===== src/rtl/shifter_barrel_pipe.sv =====
// Pipelined barrel shifter: SLL/SRL/SRA/ROR, one register stage per shift-amount bit.
// Latency: SHW cycles from the accepting cycle to out_valid_o; one op per cycle.
// Backpressure: global stall; every stage holds while the output is valid and not taken.
module shifter_barrel_pipe #(
    parameter int  WIDTH = 16,
    localparam int SHW   = $clog2(WIDTH)
) (
    input  logic             clk_i,
    input  logic             rst_i,
    input  logic             in_valid_i,
    output logic             in_ready_o,
    input  logic [1:0]       mode_i,
    input  logic [SHW-1:0]   shamt_i,
    input  logic [WIDTH-1:0] src_i,
    output logic             out_valid_o,
    input  logic             out_ready_i,
    output logic [WIDTH-1:0] result_o,
    output logic             zero_o
);

    localparam logic [1:0] MODE_SLL = 2'b00;
    localparam logic [1:0] MODE_SRL = 2'b01;
    localparam logic [1:0] MODE_SRA = 2'b10;
    localparam logic [1:0] MODE_ROR = 2'b11;

    function automatic logic [WIDTH-1:0] shift_step(input logic [WIDTH-1:0] d,
                                                    input logic [1:0]       m,
                                                    input int               s);
        case (m)
            MODE_SLL: return d << s;
            MODE_SRL: return d >> s;
            MODE_SRA: return $unsigned($signed(d) >>> s);
            MODE_ROR: return (d >> s) | (d << (WIDTH - s));
            default:  return d;
        endcase
    endfunction

    logic                          advance;
    logic                          in_fire;

    logic [SHW-1:0]                stg_vld;
    logic [SHW-1:0][WIDTH-1:0]     stg_dat;
    logic [SHW-1:0][1:0]           stg_mode;
    logic [SHW-1:0][SHW-1:0]       stg_shamt;
    logic                          zero_q;

    logic [SHW-1:0]                pre_vld;
    logic [SHW-1:0][WIDTH-1:0]     pre_dat;
    logic [SHW-1:0][1:0]           pre_mode;
    logic [SHW-1:0][SHW-1:0]       pre_shamt;
    logic [SHW-1:0][WIDTH-1:0]     nxt_dat;

    assign advance    = !stg_vld[SHW-1] || out_ready_i;
    assign in_ready_o = advance;
    assign in_fire    = in_valid_i && advance;

    // Stage k sees the previous stage register (or the input port) and applies 2^k.
    for (genvar k = 0; k < SHW; k++) begin : g_stage
        if (k == 0) begin : g_first
            assign pre_vld[k]   = in_fire;
            assign pre_dat[k]   = src_i;
            assign pre_mode[k]  = mode_i;
            assign pre_shamt[k] = shamt_i;
        end else begin : g_next
            assign pre_vld[k]   = stg_vld[k-1];
            assign pre_dat[k]   = stg_dat[k-1];
            assign pre_mode[k]  = stg_mode[k-1];
            assign pre_shamt[k] = stg_shamt[k-1];
        end
        assign nxt_dat[k] = pre_shamt[k][k] ? shift_step(pre_dat[k], pre_mode[k], 1 << k)
                                            : pre_dat[k];
    end

    // Payload registers only load on a valid op so idle inputs never reach the outputs.
    always_ff @(posedge clk_i or negedge rst_i) begin
        if (!rst_i) begin
            stg_vld   <= '0;
            stg_dat   <= '0;
            stg_mode  <= '0;
            stg_shamt <= '0;
            zero_q    <= 1'b0;
        end else if (advance) begin
            for (int k = 0; k < SHW; k++) begin
                stg_vld[k] <= pre_vld[k];
                if (pre_vld[k]) begin
                    stg_dat[k]   <= nxt_dat[k];
                    stg_mode[k]  <= pre_mode[k];
                    stg_shamt[k] <= pre_shamt[k];
                end
            end
            if (pre_vld[SHW-1]) begin
                zero_q <= (nxt_dat[SHW-1] == '0);
            end
        end
    end

    assign out_valid_o = stg_vld[SHW-1];
    assign result_o    = stg_dat[SHW-1];
    assign zero_o      = zero_q;

endmodule


===== config.mk =====
export PLATFORM = sky130hd
export DESIGN_NAME = shifter_barrel_pipe
export DESIGN_NICKNAME = d
export VERILOG_FILES = /design/src/rtl/shifter_barrel_pipe.sv
export SDC_FILE = /design/constraint.sdc
export NUM_CORES = 1
export LEC_CHECK = 0
export ABC_AREA = 1
export CAP_MARGIN = 20
export CORE_ASPECT_RATIO = 1.25
export CORE_MARGIN = 4
export CORE_UTILIZATION = 51
export DETAILED_ROUTE_END_ITERATION = 12
export PLACE_DENSITY_LB_ADDON = 0.1
export SETUP_SLACK_MARGIN = 0.5
export SLEW_MARGIN = 20
export SYNTH_ARGS = -nofsm -noshare
export SYNTH_HDL_FRONTEND = slang
export SYNTH_SLANG_ARGS = --single-unit

===== constraint.sdc =====
create_clock -name clk_i -period 1.1 [get_ports clk_i]
set_input_delay 0.22 -clock clk_i [delete_from_list [all_inputs] [get_ports clk_i]]
set_output_delay 0.22 -clock clk_i [all_outputs]
set_load 0.005 [all_outputs]

## Word level (Yosys, flattened, before mapping)

Cells that the tools add are included.

| operators by class | value |
|---|---|
| equality and inequality tests | 12 |
| mux-type cells | 8 |
| bitwise logic cells | 4 |
| reduce and logical (&&, ||, !) cells | 12 |

Operators with widths:

| operator | number |
|---|---|
| one-hot mux 16 bit (4 select lines) | 4 |
| two-way mux 16 bit | 4 |
| == test 2 bit, second input constant | 8 |
| zero test 16 bit | 1 |
| OR 12 x 16 -> 16 bit | 1 |
| OR 14 x 16 -> 16 bit | 1 |
| OR 15 x 16 -> 16 bit | 1 |
| OR 8 x 16 -> 16 bit | 1 |
| == test 2 x 1 -> 1 bit, second input constant | 4 |
| zero test 2 bit | 4 |
| AND reduction 2 bit | 4 |
| logical AND 1 bit | 1 |
| zero test 1 bit | 1 |
| logical OR 1 bit | 1 |

| storage, ports and cells | value |
|---|---|
| register bits | 87 |
| bits of input ports | 26 |
| logic and storage cells | 48 |

## Longest topological paths before layout

Gate-level depths: netlist of run 1.

| logic depth | value |
|---|---|
| word-level depth | 4 |
| depth in mapped cells | 10 |
| mapped depth without buffers | 10 |

## Worst setup path after synthesis of run 1

No wires, ideal clock.

| timing | value |
|---|---|
| path type | register to register |
| start point | reg stg_vld[3] |
| end point | reg stg_dat, in the netlist pre_dat[44] |
| setup time | 0.129 ns |
| arrival time | 1.112 ns |
| data required time | 0.971 ns |
| setup slack | -0.141 ns |
| stages on the path, launching flop included | 8 |
| buffers on the path | 1 |
| clock period less this slack | 1.241 ns |
| path through | dfrtp_1 -> nand2_4 -> inv_4 -> nor2_4 -> inv_4 -> buf_4 -> a21oi_1 -> a22oi_1 |

| on the way | value |
|---|---|
| cells in the longest elaborated chain, start to end | 3 |

Ends and longest elaborated chain:

| element | RTL line | source |
|---|---|---|
| from (decl) | 41 | `logic [SHW-1:0] stg_vld;` |
| from (signal, indexed assignment) | 84 | `stg_vld[k] <= pre_vld[k];` |
| zero test 1 bit | 53 | `assign advance = !stg_vld[SHW-1] \|\| out_ready_i;` |
| logical OR 1 bit | 53 |  |
| via in_ready_o | 11 | `output logic in_ready_o,` |
| AND reduction 2 bit (no line) | -- |  |
| to (signal, indexed assignment) | 86 | `stg_dat[k] <= nxt_dat[k];` |
| to (decl) | 42 | `logic [SHW-1:0][WIDTH-1:0] stg_dat;` |

The timed path passes the listed nets, and every way through them passes these cells.
A chain may end at the register's enable or synchronous reset.

## Final worst setup path of run 1

| timing | value |
|---|---|
| start point | reg stg_vld[3] |
| end point | reg stg_dat, in the netlist pre_dat[51] |

| on the way | value |
|---|---|
| cells in the longest elaborated chain, start to end | 3 |

Ends and longest elaborated chain:

| element | RTL line |
|---|---|
| zero test 1 bit | 53 |
| logical OR 1 bit | 53 |
| AND reduction 2 bit (no line) | -- |

Every way passes these cells.

==> flow_results.org, run 1 <==
** Run status
- The run finished, with violations left.
- The final reports fail on negative hold slack, negative setup slack.

** Worst setup path
- Worst Reg-to-Reg Cells :: 9
- Nature of the critical path startpoint :: register
- Data on the critical path is required at its endpoint by 1.35 ns.
- The startpoint identified for the worst register-to-register timing path is stg_vld[3].
- The critical path starts at stg_vld[3].
- In this run the worst path has a maximum fanout of 5.
- The worst setup path is of the register to register kind.
- Capture instance of the worst register-to-register path :: pre_dat[51]
- The worst setup path is captured at a register.
- Critical path data arrival time :: 1.69 ns
- Flop-to-flop setup slack :: -0.34 ns

** Finish
- Synthesis-to-layout area growth :: 52.8%
- Of the cells placed in the final design, the portion with a size suffix greater than 1 is 0.392.
- Summing all multi-input logic gate instances after layout gives 0.00235 mm2.
- The sequential cells in the finished layout cover a total of 0.00203 mm2.
- Filler instances :: 507
- Final-stage net count :: 698
- Finished layout cell area :: 0.00648 mm2
- The number of antenna diodes in the final layout is 0.

** STA
- Across the routed clock network, the largest skew measured is 0.00456 ns.
- Of the available clock period, the critical path in the final layout requires 1.31.
- The worst path in the final design needs a cycle of 1.44 ns, including I/O delays and setup.
- Unrepaired setup endpoints after global routing :: true
- Fmax :: 694 MHz
- The final hold violation count is 20.
- On the final layout, the worst hold slack is -0.255 ns.
- Across all setup checks in the final design, the least slack found is -0.341 ns.
- At the pin with the least slew margin, the transition time is 0.316 ns.
- Finish-stage setup viols :: 84
- The final-report max-slew violation count came to 0.
- Slew Limit Headroom :: 0.790

** Floorplan
- The initial utilization of the core area, before any placement, comes to 0.532.
- In this run the vertical extent of the chip is 110 um.
- In this run the core area contains 36 standard-cell rows.
- DIE AREA :: 0.00985 mm2
- In this run the count of I/O pins placed on the die edge is 45.
- Horizontal extent of the die :: 89.6 um
- The core region is 0.00797 mm2.

** GRT
- GR Overflow Total :: 0
- All-Layer GR Usage :: 0.251
- The first global-routing pass estimated 18.8 mm of wire.
- Pin count of the biggest net entering global routing :: 39
- The via count of the first global-routing pass was 4216.
- The initial antenna violation count came to 0.

** Route
- Vias :: 4349
- In the routed layout, each cell is associated on average with a via count of 5.64.
- Count of routing violations after the opening detailed-route iteration :: 208
- Final routed DRC violation total :: 0
- The detail route stage leaves a number of antenna-violating nets equal to 0.
- The first TritonRoute pass finished after 5 iterations.
- DRT Wirelength :: 12.5 mm
- WL per Instance :: 16.3 um

** Clock tree
- For this design, the sink count on the clock tree is 81.
- The tree is rooted in a clkbuf_8.
- Number of H-tree levels :: 3
- Max Root-Sink Buffers :: 2
- TritonCTS built the clock tree.
- Inserted Clock Buffers :: 9
- Clock edge transition at the registers on the reported setup and hold paths :: 0.08 ns
- Clock network latency to the later pin of the worst-skew pair :: 0.36 ns

** Synth
- Largest family of logic cells by synthesized area :: compound AO/OA/AOI/OAI gates
- dfrtp_1 takes more of the synthesized area than any other cell.
- Of the total synthesized cell area, the portion taken by AND, OR, NAND and NOR gates is 0.186.
- Count leader, synth :: nand2_1
- Synthesis produced a netlist with a net count of 569.
- Of the synthesized area, sequential elements account for 0.478.
- Synthesized area divided by synthesized cell count :: 7.81 um2
- Synth Register Bits :: 81
- Flip-flop cell with the highest count after synthesis :: dfrtp_1
- Measured against the total synthesized area, the mux share comes to 0.
- Count of flip-flops with a built-in enable after synthesis :: 0
- Yosys warning total :: 0
- The synthesized netlist contains 27 unique library cells.
- Most numerous cell types in the synthesized netlist :: 101 x nand2_1, 81 x dfrtp_1, 77 x a21oi_1
- The complex-gate fraction of the synthesized area was 0.245.
- Of the post-synthesis cell area, the dominant cell type holds 0.478.
- Of the total synthesized cell area, the portion taken by XOR and XNOR cells is 0.
- Of the total synthesized cell area, the portion taken by full adders, half adders and majority gates is 0.
- Mapped Cells :: 543
- Proportion of register bits with asynchronous set or reset after synthesis :: 1.00
- Cell area after synthesis :: 0.00424 mm2
- Sorting the synthesized cells by area gives the leading types as dfrtp_1 48%, a21oi_1 9.1%, nand2_1 8.9%, o21ai_0 7.7%, a22oi_1 5.5%.

** Pwr
- PwrDens :: 2770 mW/mm2
- Maximum ir drop on the vdd rail :: 1.21 mV
- The design draws 18.0 mW.
- Summed over all cells, the static leakage comes to 3.00 nW.

** Run
- Max cap viols :: 0

** Place
- Placement-stage cell area :: 0.00531 mm2
- Detailed placement ended at an HPWL of 7.57 mm.
- Setup slack after placement :: -0.524 ns
- Number of I/O port buffers :: 44
- Routability-driven placement finished with a final weighted congestion of 0.867.

** Worst hold path
- HP Class :: input pin to async pin
## where the power goes
part	switching, mW	internal, mW	total, mW
clock	1.02	1.15	2.17
combinational	5.35	5.07	10.4
sequential	1.12	4.27	5.39
## state kept, by name, indices dropped and copies added, names as in the netlist
register	count
pre_mode	6
pre_dat	48
pre_shamt	6
result_o	16
stg_vld	4
zero_o	1
## worst max-delay path by stage
stage / to / slack, ns / depth (start not counted)
after CTS: result_o[4] / -0.29 / 8
after global routing: pre_dat[37] / -0.40 / 9
after detailed placement: in_ready_o / -0.52 / 4
final: pre_dat[51] / -0.34 / 9
after global placement: in_ready_o / -0.51 / 4
after floorplan: pre_dat[44] / -0.11 / 7
## area by class of cell
| class | instances | share of cell area |
|---|---|---|
| clock buffer | 12 | 0.0239 |
| clock inverter | 3 | 0.00618 |
| inverter | 61 | 0.0415 |
| multi-input combinational | 373 | 0.363 |
| sequential | 81 | 0.313 |
| tap | 95 | 0.0183 |
| timing repair buffer | 141 | 0.225 |
| timing repair inverter | 5 | 0.00830 |
## stage by stage
stage	setup TNS (ns)	instances	utilization
final	-21.97	771	0.813
after global placement	-33.25	714	0.665
after floorplan	-3.73	543	-
after CTS	-18.51	754	0.741
after global routing	-26.68	771	0.813
after detailed placement	-35.49	714	0.665
## repair_timing
| item | in CTS | in global routing |
|---|---|---|
| pin swaps | 11 | 28 |
| gates cloned | 8 | 6 |
| setup buffers | 17 | 11 |
| hold endpoints to repair | 20 | 20 |
| gates resized for setup | 145 | 102 |
| endpoints found under the setup margin | 100 | 100 |
## routing by layer
metal | global-route usage | part of all wire | up-vias
met4 | 0.166 | 0.055 | 0
met1 | 0.234 | 0.36 | 2080
met2 | 0.487 | 0.55 | 129
met5 | 0 | 0 | -
li1 | - | - | 2091
met3 | 0.0300 | 0.036 | 49
## cells in the final DEF (no fill, tap or decap), drive strengths merged
master,synthesis,routed
o21ai,66,66
a22oi,31,31
o22ai,4,4
nor3,3,3
o221ai,1,1
inv,60,65
clkinv,1,3
nand3,19,19
a21oi,77,77
dfrtp,81,81
o211ai,7,7
clkbuf,6,16
bufinv,0,1
nand2,103,103
clkdlybuf4s50,0,24
buf,22,113
nor2,61,61
a31oi,1,1
## critical path, stage by stage, from the launching register on
cell	delay, ns
dfrtp_1	0.40
buf_6	0.13
nand2_4	0.07
buf_6	0.12
inv_8	0.04
nor2_8	0.12
inv_6	0.07
clkbuf_16	0.16
a21oi_2	0.12
a21oi_1	0.08
## kinds of logic (layout without fill, tap and decap cells)
logic type,count (synthesis),count (layout)
AND/OR/NAND/NOR,186,186
AO/OA/AOI/OAI,187,187
buffers and inverters,89,222
flip-flops,81,81
(Power assumes the default switching activity.)
==> run 2: changes to the inputs <==
- CORE_MARGIN: 4 -> 2
- clock period: 1.1 -> 1.6 ns (I/O delays scaled with it)
==> flow_results.org, run 2 (synthesis gave the netlist of run 1 again) <==
** Pwr
- The clock network power share is 0.140 (+0.019).
- The reported net switching power came to 4.65 mW (-38%).
- PwrDens :: 1890 mW/mm2 (-32%)
- Portion of total power attributed to combinational logic :: 0.526 (-0.053)
- The internal power component is 6.44 mW (-39%).
- Maximum ir drop on the vdd rail :: 1.21 mV (+0.19%)
- The standby leakage power came to 2.75 nW (-8.4%).
- The total power is 11.1 mW (-38%).
- Net switching share of the total power :: 0.420 (+0.00330)
- Part of the total power dissipated in sequential elements :: 0.335 (+0.035)

** STA
- Final period util :: 0.900 (-0.410)
- The minimum hold slack is 0.375 ns (+0.630 ns).
- The setup-violating endpoint count in the final report came to 0 (-100%).
- The final clock skew was 0.00880 ns (+0.00425 ns).
- Slew Limit Headroom :: 0.765 (-0.0246)
- The final-report max-slew violation count was 0 (unchanged).
- Unrepaired setup endpoints after global routing :: true
- Transition time at the pin with the least slew margin :: 0.352 ns (+0.0369 ns)
- The final critical-path required period was 1.44 ns (-0.00126 ns).
- The final hold violation count is 0 (-100%).
- Fmax :: 695 MHz (about the same)

** Clock tree
- CTS tree :: done
- The buffer levels on the longest clock path was 2 (unchanged).
- The number of H-tree levels was 3 (unchanged).
- The clock insertion delay at the later pin of the skew report came to 0.36 ns (about the same).
- Clock edge transition at the registers on the reported setup and hold paths :: 0.08 ns (about the same)
- Master cell of the clock root buffer :: clkbuf_8
- Sinks on Clock Net :: 81 (unchanged)
- Inserted Clock Buffers :: 9 (unchanged)

** Worst setup path
- The largest stage delay on the critical path came to 0.40 ns (about the same).
- Critical path data arrival time :: 1.69 ns (about the same)
- The data required time at the worst endpoint was 1.85 ns (+0.50 ns).
- Cell chain of the critical path :: buf_6 > nand2_8 > buf_12 > inv_8 > nor2_8 > inv_6 > clkbuf_16 > a21oi_2 > a21oi_1
- Nature of the critical path startpoint :: register
- Capturing element type of the critical path :: register
- The slowest stage of the critical path is the dfrtp_1 cell.
- Maximum fanout along the worst path :: 5 (unchanged)
- Setup CP Type :: register to register

** Floorplan
- Horizontal extent of the die :: 85.6 um (-4.5%)
- Top-Level Pins :: 45 (unchanged)
- The die area came to 0.00907 mm2 (-7.9%).
- The number of placement rows was 37 (+2.8%).
- The height of the die was 106 um (-3.6%).
- Initial standard-cell utilization of the core :: 0.521 (-0.0114)
- The area of the core was 0.00815 mm2 (+2.2%).

** Place
- The half-perimeter wire length of the detailed placement result was 7.38 mm (-2.5%).
- The cell count after placement came to 682 (-4.5%).
- The count of buffers from port buffering was 44 (unchanged).
- The post-place instance area came to 0.00502 mm2 (-5.4%).
- Final RePlAce weighted congestion :: 0.871 (+0.45%)

** Route
- The average detailed-routed wire length per instance is 15.3 um (-5.6%).
- Vias :: 4040 (-7.1%)
- Number of nets with antenna violations after routing :: 0 (unchanged)
- Final routed DRC violation total :: 0 (unchanged)
- DRT Wirelength :: 11.3 mm (-9.5%)
- The vias per cell is 5.47 (-3.1%).
- The detailed-router iteration count before antenna repair came to 5 (unchanged).
- The number of DRC violations after detailed-routing iteration 0 came to 189 (-9.1%).

** GRT
- Wire length of the first global-routing pass :: 16.6 mm (-12%)
- Via count of the first global-routing pass :: 3549 (-16%)
- Pin count of the biggest net entering global routing :: 37 (-5.1%)
- The overall track demand over capacity in global routing came to 0.235 (-0.0158).
- GR Overflow Total :: 0 (unchanged)
- Initial antenna violation count :: 0 (unchanged)

** Worst hold path
- HP Class :: input pin to register

** Finish
- The number of non-filler instances in the completed layout came to 739 (-4.2%).
- Final-stage net count :: 663 (-5.0%)
- The number of flip-flops under the largest register name was 48 (unchanged).
- The library cells used most frequently in the layout, excluding fill and tap cells, are 94 x nand2_1, 79 x dfrtp_1, 51 x inv_1.
- Synthesis-to-layout area growth :: 38.6%
- Antenna fix cells :: 0 (unchanged)
- Leading cell type in the layout, fill and taps excluded :: nand2_1
- The post-route core utilization was 0.721 (-0.0913).
- The final design area excluding fillers was 0.00588 mm2 (-9.3%).
- Ratio of cells with drive above 1 in the final layout :: 0.274 (-0.118)

** Run
- Max cap viols :: 0 (unchanged)

** Run status
- The flow ran to the end, and the final reports show no timing, DRC or antenna violations.
==> run 2: routing by layer <==
metal | up-vias | track usage | part of all wire
met2 | 122 | 0.438 | 0.56
met4 | 0 | 0.132 | 0.047
li1 | 2007 | - | -
met5 | - | 0 | 0
met3 | 39 | 0.0357 | 0.034
met1 | 1872 | 0.247 | 0.36
==> run 2: stage by stage <==
stage / setup WS [ns] / setup TNS (ns)
2_1_floorplan: 0.387 / 0
3_3_place_gp: -0.158 / -4.05
3_5_place_dp: -0.154 / -4.82
4_1_cts: 0.222 / 0
5_1_grt: 0.0312 / 0
6_report: 0.161 / 0
==> run 2: power by group through the flow <==
stage | Sequential (mW) | Clock (mW) | Combinational (mW)
after floorplan | 3.50 | 0 | 3.09
final | 3.71 | 1.55 | 5.83
after CTS | 3.66 | 1.57 | 4.76
after detailed placement | 3.67 | 0 | 4.38
after global placement | 3.64 | 0 | 4.31
after global routing | 3.81 | 1.66 | 6.35
==> run 2: critical path: cells and delay by family, from the launching register on <==
kind | cells | cell delay, ns
buffers and inverters | 5 | 0.51
flip-flops | 1 | 0.40
AND/OR/NAND/NOR | 2 | 0.22
AO/OA/AOI/OAI | 2 | 0.19
==> run 2: final timing paths <==
path | from | end | slack [ns] | cells after the start
hold / removal | mode_i[1] | pre_mode[3] | 0.37 | 4
setup / recovery | stg_vld[3] | pre_dat[52] | 0.16 | 9
min in group asynchronous | rst_i | stg_vld[3] | 0.39 | 2
hold reg to reg | result_o[5] | result_o[5] | 0.48 | 2
max in group asynchronous | rst_i | result_o[8] | 0.71 | 3
setup reg to reg | stg_vld[3] | pre_dat[52] | 0.16 | 9
==> run 2: area by class of cell <==
| type | instances | area [um2] |
|---|---|---|
| clock inverter | 2 | 35.0 |
| tap | 97 | 121 |
| fill | 640 | 2270 |
| timing repair inverter | 1 | 16.3 |
| clock buffer | 14 | 173 |
| inverter | 61 | 267 |
| sequential | 81 | 2030 |
| multi-input combinational | 374 | 2130 |
| timing repair buffer | 109 | 1100 |
==> run 2: repair_timing <==
item,in CTS,in global routing
endpoints found under the setup margin,96,116
cloned,3,7
gates resized for setup,118,50
hold buffers,1,0
hold endpoints to repair,28,0
pin swaps,11,7
setup buffers,11,19
